--- src/rtl/acc_reg_bank.sv ---
// Multi-channel signed accumulator bank with saturate/wrap arithmetic and a
// sequential dump engine that streams every channel out, optionally clearing it.
module acc_reg_bank #(
  parameter int DATA_W = 16,
  parameter int ACC_W  = 24,
  parameter int N_CH   = 4,
  parameter int SAT_EN = 1,
  localparam int CH_W  = (N_CH > 1) ? $clog2(N_CH) : 1
) (
  input  logic              clk,
  input  logic              rstn,
  input  logic              clr,
  input  logic              in_valid,
  output logic              in_ready,
  input  logic [CH_W-1:0]   in_ch,
  input  logic [1:0]        in_mode,
  input  logic [DATA_W-1:0] in_data,
  input  logic              dump_req,
  input  logic              dump_clr,
  output logic              out_valid,
  output logic [CH_W-1:0]   out_ch,
  output logic [ACC_W-1:0]  out_data,
  output logic              out_ovf,
  output logic              dump_done
);

  typedef enum logic {IDLE = 1'b0, DUMP = 1'b1} state_t;
  typedef enum logic [1:0] {M_LOAD = 2'b00, M_ADD = 2'b01, M_SUB = 2'b10, M_READ = 2'b11} mode_t;

  localparam logic [ACC_W-1:0] ACC_MAX = {1'b0, {(ACC_W-1){1'b1}}};
  localparam logic [ACC_W-1:0] ACC_MIN = {1'b1, {(ACC_W-1){1'b0}}};

  state_t            state;
  logic [CH_W-1:0]   idx;
  logic              clr_lat;
  logic [ACC_W-1:0]  acc [N_CH];
  logic [N_CH-1:0]   ovf;

  logic [ACC_W-1:0]  cur;
  logic              cur_ovf;
  logic [ACC_W-1:0]  sext;
  logic [ACC_W:0]    sum;
  logic              ovf_hit;
  logic [ACC_W-1:0]  nxt;
  logic              nxt_ovf;
  logic              ch_ok;

  assign in_ready = (state == IDLE);
  assign ch_ok    = ({1'b0, in_ch} < (CH_W+1)'(N_CH));

  // Next value for the addressed channel, computed one bit wider than the
  // accumulator so overflow shows up as disagreement of the top two bits.
  always_comb begin
    // NOTE: every output gets a default up front so no path leaves a latch.
    cur     = '0;
    cur_ovf = 1'b0;
    for (int i = 0; i < N_CH; i++) begin
      if (in_ch == CH_W'(i)) begin
        cur     = acc[i];
        cur_ovf = ovf[i];
      end
    end
    sext = ACC_W'(signed'(in_data));
    if (mode_t'(in_mode) == M_SUB)
      sum = (ACC_W+1)'(signed'(cur)) - (ACC_W+1)'(signed'(sext));
    else
      sum = (ACC_W+1)'(signed'(cur)) + (ACC_W+1)'(signed'(sext));
    ovf_hit = sum[ACC_W] ^ sum[ACC_W-1];
    nxt     = cur;
    nxt_ovf = cur_ovf;
    case (mode_t'(in_mode))
      M_LOAD: nxt = sext;
      M_ADD, M_SUB: begin
        if (ovf_hit) begin
          nxt     = (SAT_EN != 0) ? (sum[ACC_W] ? ACC_MIN : ACC_MAX) : sum[ACC_W-1:0];
          nxt_ovf = 1'b1;
        end else begin
          nxt = sum[ACC_W-1:0];
        end
      end
      default: ;
    endcase
  end

  always_ff @(posedge clk) begin
    // NOTE: sequential state uses non-blocking assignments only, so every
    // register samples pre-edge values regardless of statement order.
    if (!rstn || clr) begin
      // NOTE: the accumulator array is reset explicitly because reads after
      // reset or clr must return zero; this costs reset fan-out, not RAM.
      for (int i = 0; i < N_CH; i++) acc[i] <= '0;
      ovf       <= '0;
      idx       <= '0;
      clr_lat   <= 1'b0;
      state     <= IDLE;
      out_valid <= 1'b0;
      dump_done <= 1'b0;
      if (!rstn) begin
        out_ch   <= '0;
        out_data <= '0;
        out_ovf  <= 1'b0;
      end
    end else if (state == DUMP) begin
      out_valid <= 1'b1;
      out_ch    <= idx;
      out_data  <= acc[idx];
      out_ovf   <= ovf[idx];
      if (clr_lat) begin
        acc[idx] <= '0;
        ovf[idx] <= 1'b0;
      end
      idx <= idx + 1'b1;
      if (idx == CH_W'(N_CH-1)) begin
        state     <= IDLE;
        dump_done <= 1'b1;
      end else begin
        dump_done <= 1'b0;
      end
    end else begin
      out_valid <= 1'b0;
      dump_done <= 1'b0;
      if (in_valid && ch_ok) begin
        acc[in_ch] <= nxt;
        ovf[in_ch] <= nxt_ovf;
        out_valid  <= 1'b1;
        out_ch     <= in_ch;
        out_data   <= nxt;
        out_ovf    <= nxt_ovf;
      end
      if (dump_req) begin
        state   <= DUMP;
        idx     <= '0;
        clr_lat <= dump_clr;
      end
    end
  end

endmodule

--- config.mk ---
export PLATFORM = sky130hd
export DESIGN_NAME = acc_reg_bank
export DESIGN_NICKNAME = d
export VERILOG_FILES = /design/src/rtl/acc_reg_bank.sv
export SDC_FILE = /design/constraint.sdc
export NUM_CORES = 1
export LEC_CHECK = 0
export ABC_AREA = 1
export CAP_MARGIN = 10
export CORE_UTILIZATION = 50
export DETAILED_ROUTE_END_ITERATION = 10
export GPL_TIMING_DRIVEN = 1
export HOLD_SLACK_MARGIN = 0.1
export PLACE_DENSITY = 0.69
export SYNTH_ARGS = -nofsm -noshare
export SYNTH_HDL_FRONTEND = slang
export SYNTH_SLANG_ARGS = --single-unit
--- constraint.sdc ---
create_clock -name clk -period 3.8 [get_ports clk]
set_input_delay 0.38 -clock clk [delete_from_list [all_inputs] [get_ports clk]]
set_output_delay 0.38 -clock clk [all_outputs]
set_load 0.05 [all_outputs]
==> impl_metrics.yaml <==
die:
  die_w_um: 142
  rows: 50
  core_area_um2: 18900
  die_height_um: 142
  die-area_um2: 20000
  initial_core_util_pct: 51.6
  io_pins: 56
setup_path:
  cp_slowest_stage_delay_ps: 500
  path_delay_family: "simple AND/OR/NAND/NOR gates"
  crit_chain: "clkdlybuf4s50_1, inv_1, nor2_1, inv_1, buf_12, o2111ai_1, ha_1, a21oi_1, nand2_1, inv_1, nand2_1, a21oi_1, nand3_2, nand2_4, buf_4, nand2_1, nand2_1, o21ai_1, or2_4, nor2_1"
  r2r_cells: 21
  r2r-start: "acc[0][0]"
  cpMostUsedCell: "nand2_1"
  crit_fanout: 14
  reg2reg_setup_slack_ps: 660
  crit_arrival_ps: 3940
  critPathLaunchType: "input pin"
  required_ps: 4090
  r2r_end: "acc[0][0]"
  cp-end-kind: "register"
  crit_type: "in2reg"
  cpMaxStageDelayCell: "clkdlybuf4s50_1"
  crit_buf_inv: 6
logic_synthesis:
  synthSimpleGateAreaFrac_pct: 28.2
  ys_seq_area_share_pct: 40.4
  synth_top_family_by_area: "simple AND/OR/NAND/NOR gates"
  yosysWarnings: 0
  synth_xor_area_share_pct: 2.71
  synth-compound-area-share_pct: 13.3
  synthMuxAreaShare_pct: 2.47
  netlist_instances: 1251
  syn_nets: 1310
  synth_edf_count: 123
  ys.flop_type: "edfxtp_1"
  ys_types: 46
  synthArstFlopShare_pct: 0
  synthAdderAreaFrac_pct: 4.32
  ys_seq_elements: 135
  netlist_area_um2: 9740
  synth_top_area_share_pct: 37.9
  synth_area_per_cell_um2: 7.79
  ys_top_cells_by_area: "edfxtp_1 (38%), nand2_1 (10%), inv_1 (5.7%)"
  synth_top_cell_by_area: "edfxtp_1"
finish:
  mostFrequentLayoutCell: "nand2_1"
  mostFrequentLayoutCells: "nand2_1 (261), buf_4 (156), inv_1 (145), edfxtp_1 (123), nor2_1 (110)"
  drive_gt1_share_pct: 23.8
  synthToLayoutAreaGrowth_pct: 29.4
  instances_no_fill: 1711
  final_nets: 1497
  post-route-util_pct: 66.7
  antenna_cells: 0
grt:
  grt-ovfl-total: 0
  antenna_found_initial: 0
  grt.total_usage_pct: 31.3
  first_global_vias: 9035
  grt_max_degree: 60
  grt_first_pass_wirelength_mm: 47.3
clock_network:
  htreeDepth: 4
  path_clk_slew_ps: 60
  cts_inserted_buffers: 17
  clock-sinks: 135
  cts_root_buf: "clkbuf_16"
  clockBufferDepth: 2
  clock_latency_ps: 440
  cts_tree: "done"
min_path:
  min-delay-start: "clr_lat"
  min_path_type: "reg2reg"
  hold_path_end: "clr_lat"
  hold_path_depth: 2
timing:
  period_needed_ps: 3650
  fmax_mhz: 274
  setup_viol: 0
  report.final.hold_viol_count: 0
  maxSlewViolCount: 0
  layout_worst_path_cycle_share_pct: 96.1
  fin_worst_skew_ps: 13.9
  tightest_slew_ps: 966
  maxSlewHeadroom_pct: 35.5
status:
  status: "complete, no violations"
job:
  drv_cap: 0
drt:
  routed_wirelength_mm: 31.1
  firstDrtPassIters: 6
  drc: 0
  wl_per_cell_um: 18.2
  via_count: 9592
  avgViaCountPerCell: 5.61
  drtAntennaViolNets: 0
  drtIter0Drc: 1019
power:
  p_total_mw: 5.20
  p_leak_nw: 5.58
  peakVddDrop_mv: 0.355
  p_per_area_nw_per_um2: 412
place:
  dp_hpwl_mm: 21.7
  dp_cells: 1670
  port_buffers: 55
  gp_congestion: 1.02
[power by group]
group / total [mW] / internal, mW / leakage [nW] / switching [mW]
logic: 1.73 / 0.706 / 3.83 / 1.02
registers: 1.77 / 1.72 / 1.46 / 0.0455
clock network: 1.70 / 1.03 / 0.293 / 0.668
total: 5.20 / 3.46 / 5.58 / 1.73
[per-stage QoR]
step	cell area (µm²)	setup slack, ps	hold slack, ps	setup TNS, ps
4_1_cts	12300	6.26	499	0
3_3_place_gp	11700	-287	469	-27760
3_5_place_dp	11700	-449	485	-44260
6_report	12600	147	502	0
5_1_grt	12600	-48.7	529	-1320
2_1_floorplan	9740	379	453	0
[flip-flops by register name, indices dropped and copies added, names as in the netlist, named ones only]
register   count
acc           96
clr_lat        1
dump_done      1
idx            2
out_ch         2
out_data      24
out_ovf        1
out_valid      1
ovf            4
state          1
[synth_stat cells (2+ instances only)]
| cell type | instances |
|---|---|
| nor3_1 | 6 |
| a21oi_1 | 97 |
| a221oi_1 | 2 |
| buf_2 | 8 |
| edfxtp_1 | 123 |
| mux2i_1 | 24 |
| nand4_1 | 27 |
| nor2_2 | 10 |
| o21bai_1 | 7 |
| nand3_2 | 31 |
| nand2_1 | 267 |
| or2_1 | 2 |
| xor2_1 | 11 |
| inv_1 | 149 |
| nand3_1 | 65 |
| o21ai_0 | 110 |
| nand3b_1 | 3 |
| buf_6 | 2 |
| or2_2 | 6 |
| nor2_1 | 121 |
| nand2_4 | 3 |
| o2111ai_1 | 6 |
| ha_1 | 32 |
| a21oi_2 | 5 |
| nand2_2 | 39 |
| a211oi_1 | 2 |
| buf_1 | 2 |
| inv_2 | 5 |
| buf_4 | 7 |
| xnor2_1 | 16 |
| and3_1 | 2 |
| dfxtp_1 | 12 |
| clkbuf_1 | 36 |
[worst max path at each step]
stage / from / to / slack, ps / cells after the start
floorplan: in_ch[1] / out_data[18] / 380 / 22
global placement: in_data[0] / acc[2][23] / -290 / 26
detailed placement: in_data[0] / acc[2][23] / -450 / 26
CTS: in_data[0] / acc[1][1] / 6 / 28
global route: in_data[3] / acc[1][0] / -50 / 24
finish: in_ch[0] / acc[2][23] / 150 / 20
[worst reg2reg max path, stage by stage, from the launching register on]
cell	delay, ps
edfxtp_1	380
nand2_1	80
o21ai_1	70
a221oi_2	260
ha_1	260
fa_1	230
inv_1	70
nand3_1	60
nand2_1	110
nand2_1	100
nand2_2	70
nand2_2	100
nand3b_1	120
nand2_2	100
nand2_4	90
a21boi_4	200
buf_4	160
buf_8	120
nand2_1	50
nand2_1	100
nand3_2	130
nor2_1	140
[layout make-up]
type / instances / area (µm²)
fillers: 1567 / 6290
multi-input cells: 907 / 5180
flip-flops and latches: 135 / 3940
repair buffers: 223 / 1980
inverters: 154 / 578
clock buffers: 17 / 425
well taps: 260 / 325
clock inverters: 15 / 178
[logic make-up (layout without fill, tap and decap cells)]
logic type      after synthesis  after routing
simple gates                584            584
flops                       135            135
buf+inv                     209            409
mux                          24             24
xor+xnor                     28             28
fa+ha+maj                    33             33
compound gates              238            238
[what timing repair did]
action                     CTS  global route
setup endpoints to repair    8           125
cloned                       0             2
hold buffers                 0             0
gates resized for setup      2            56
buffers inserted             0             7
pin swaps                    1            16
[per-layer routing]
| metal | GRT usage, % | vias up | wire, µm |
|---|---|---|---|
| met5 | 0 | - | 0 |
| met4 | 11.0 | 0 | 739 |
| met3 | 6.61 | 69 | 3060 |
| met2 | 49.9 | 515 | 14200 |
| met1 | 42.2 | 4448 | 13100 |
| li1 | - | 4560 | - |
Note: power is estimated with default switching activity, not from simulation.
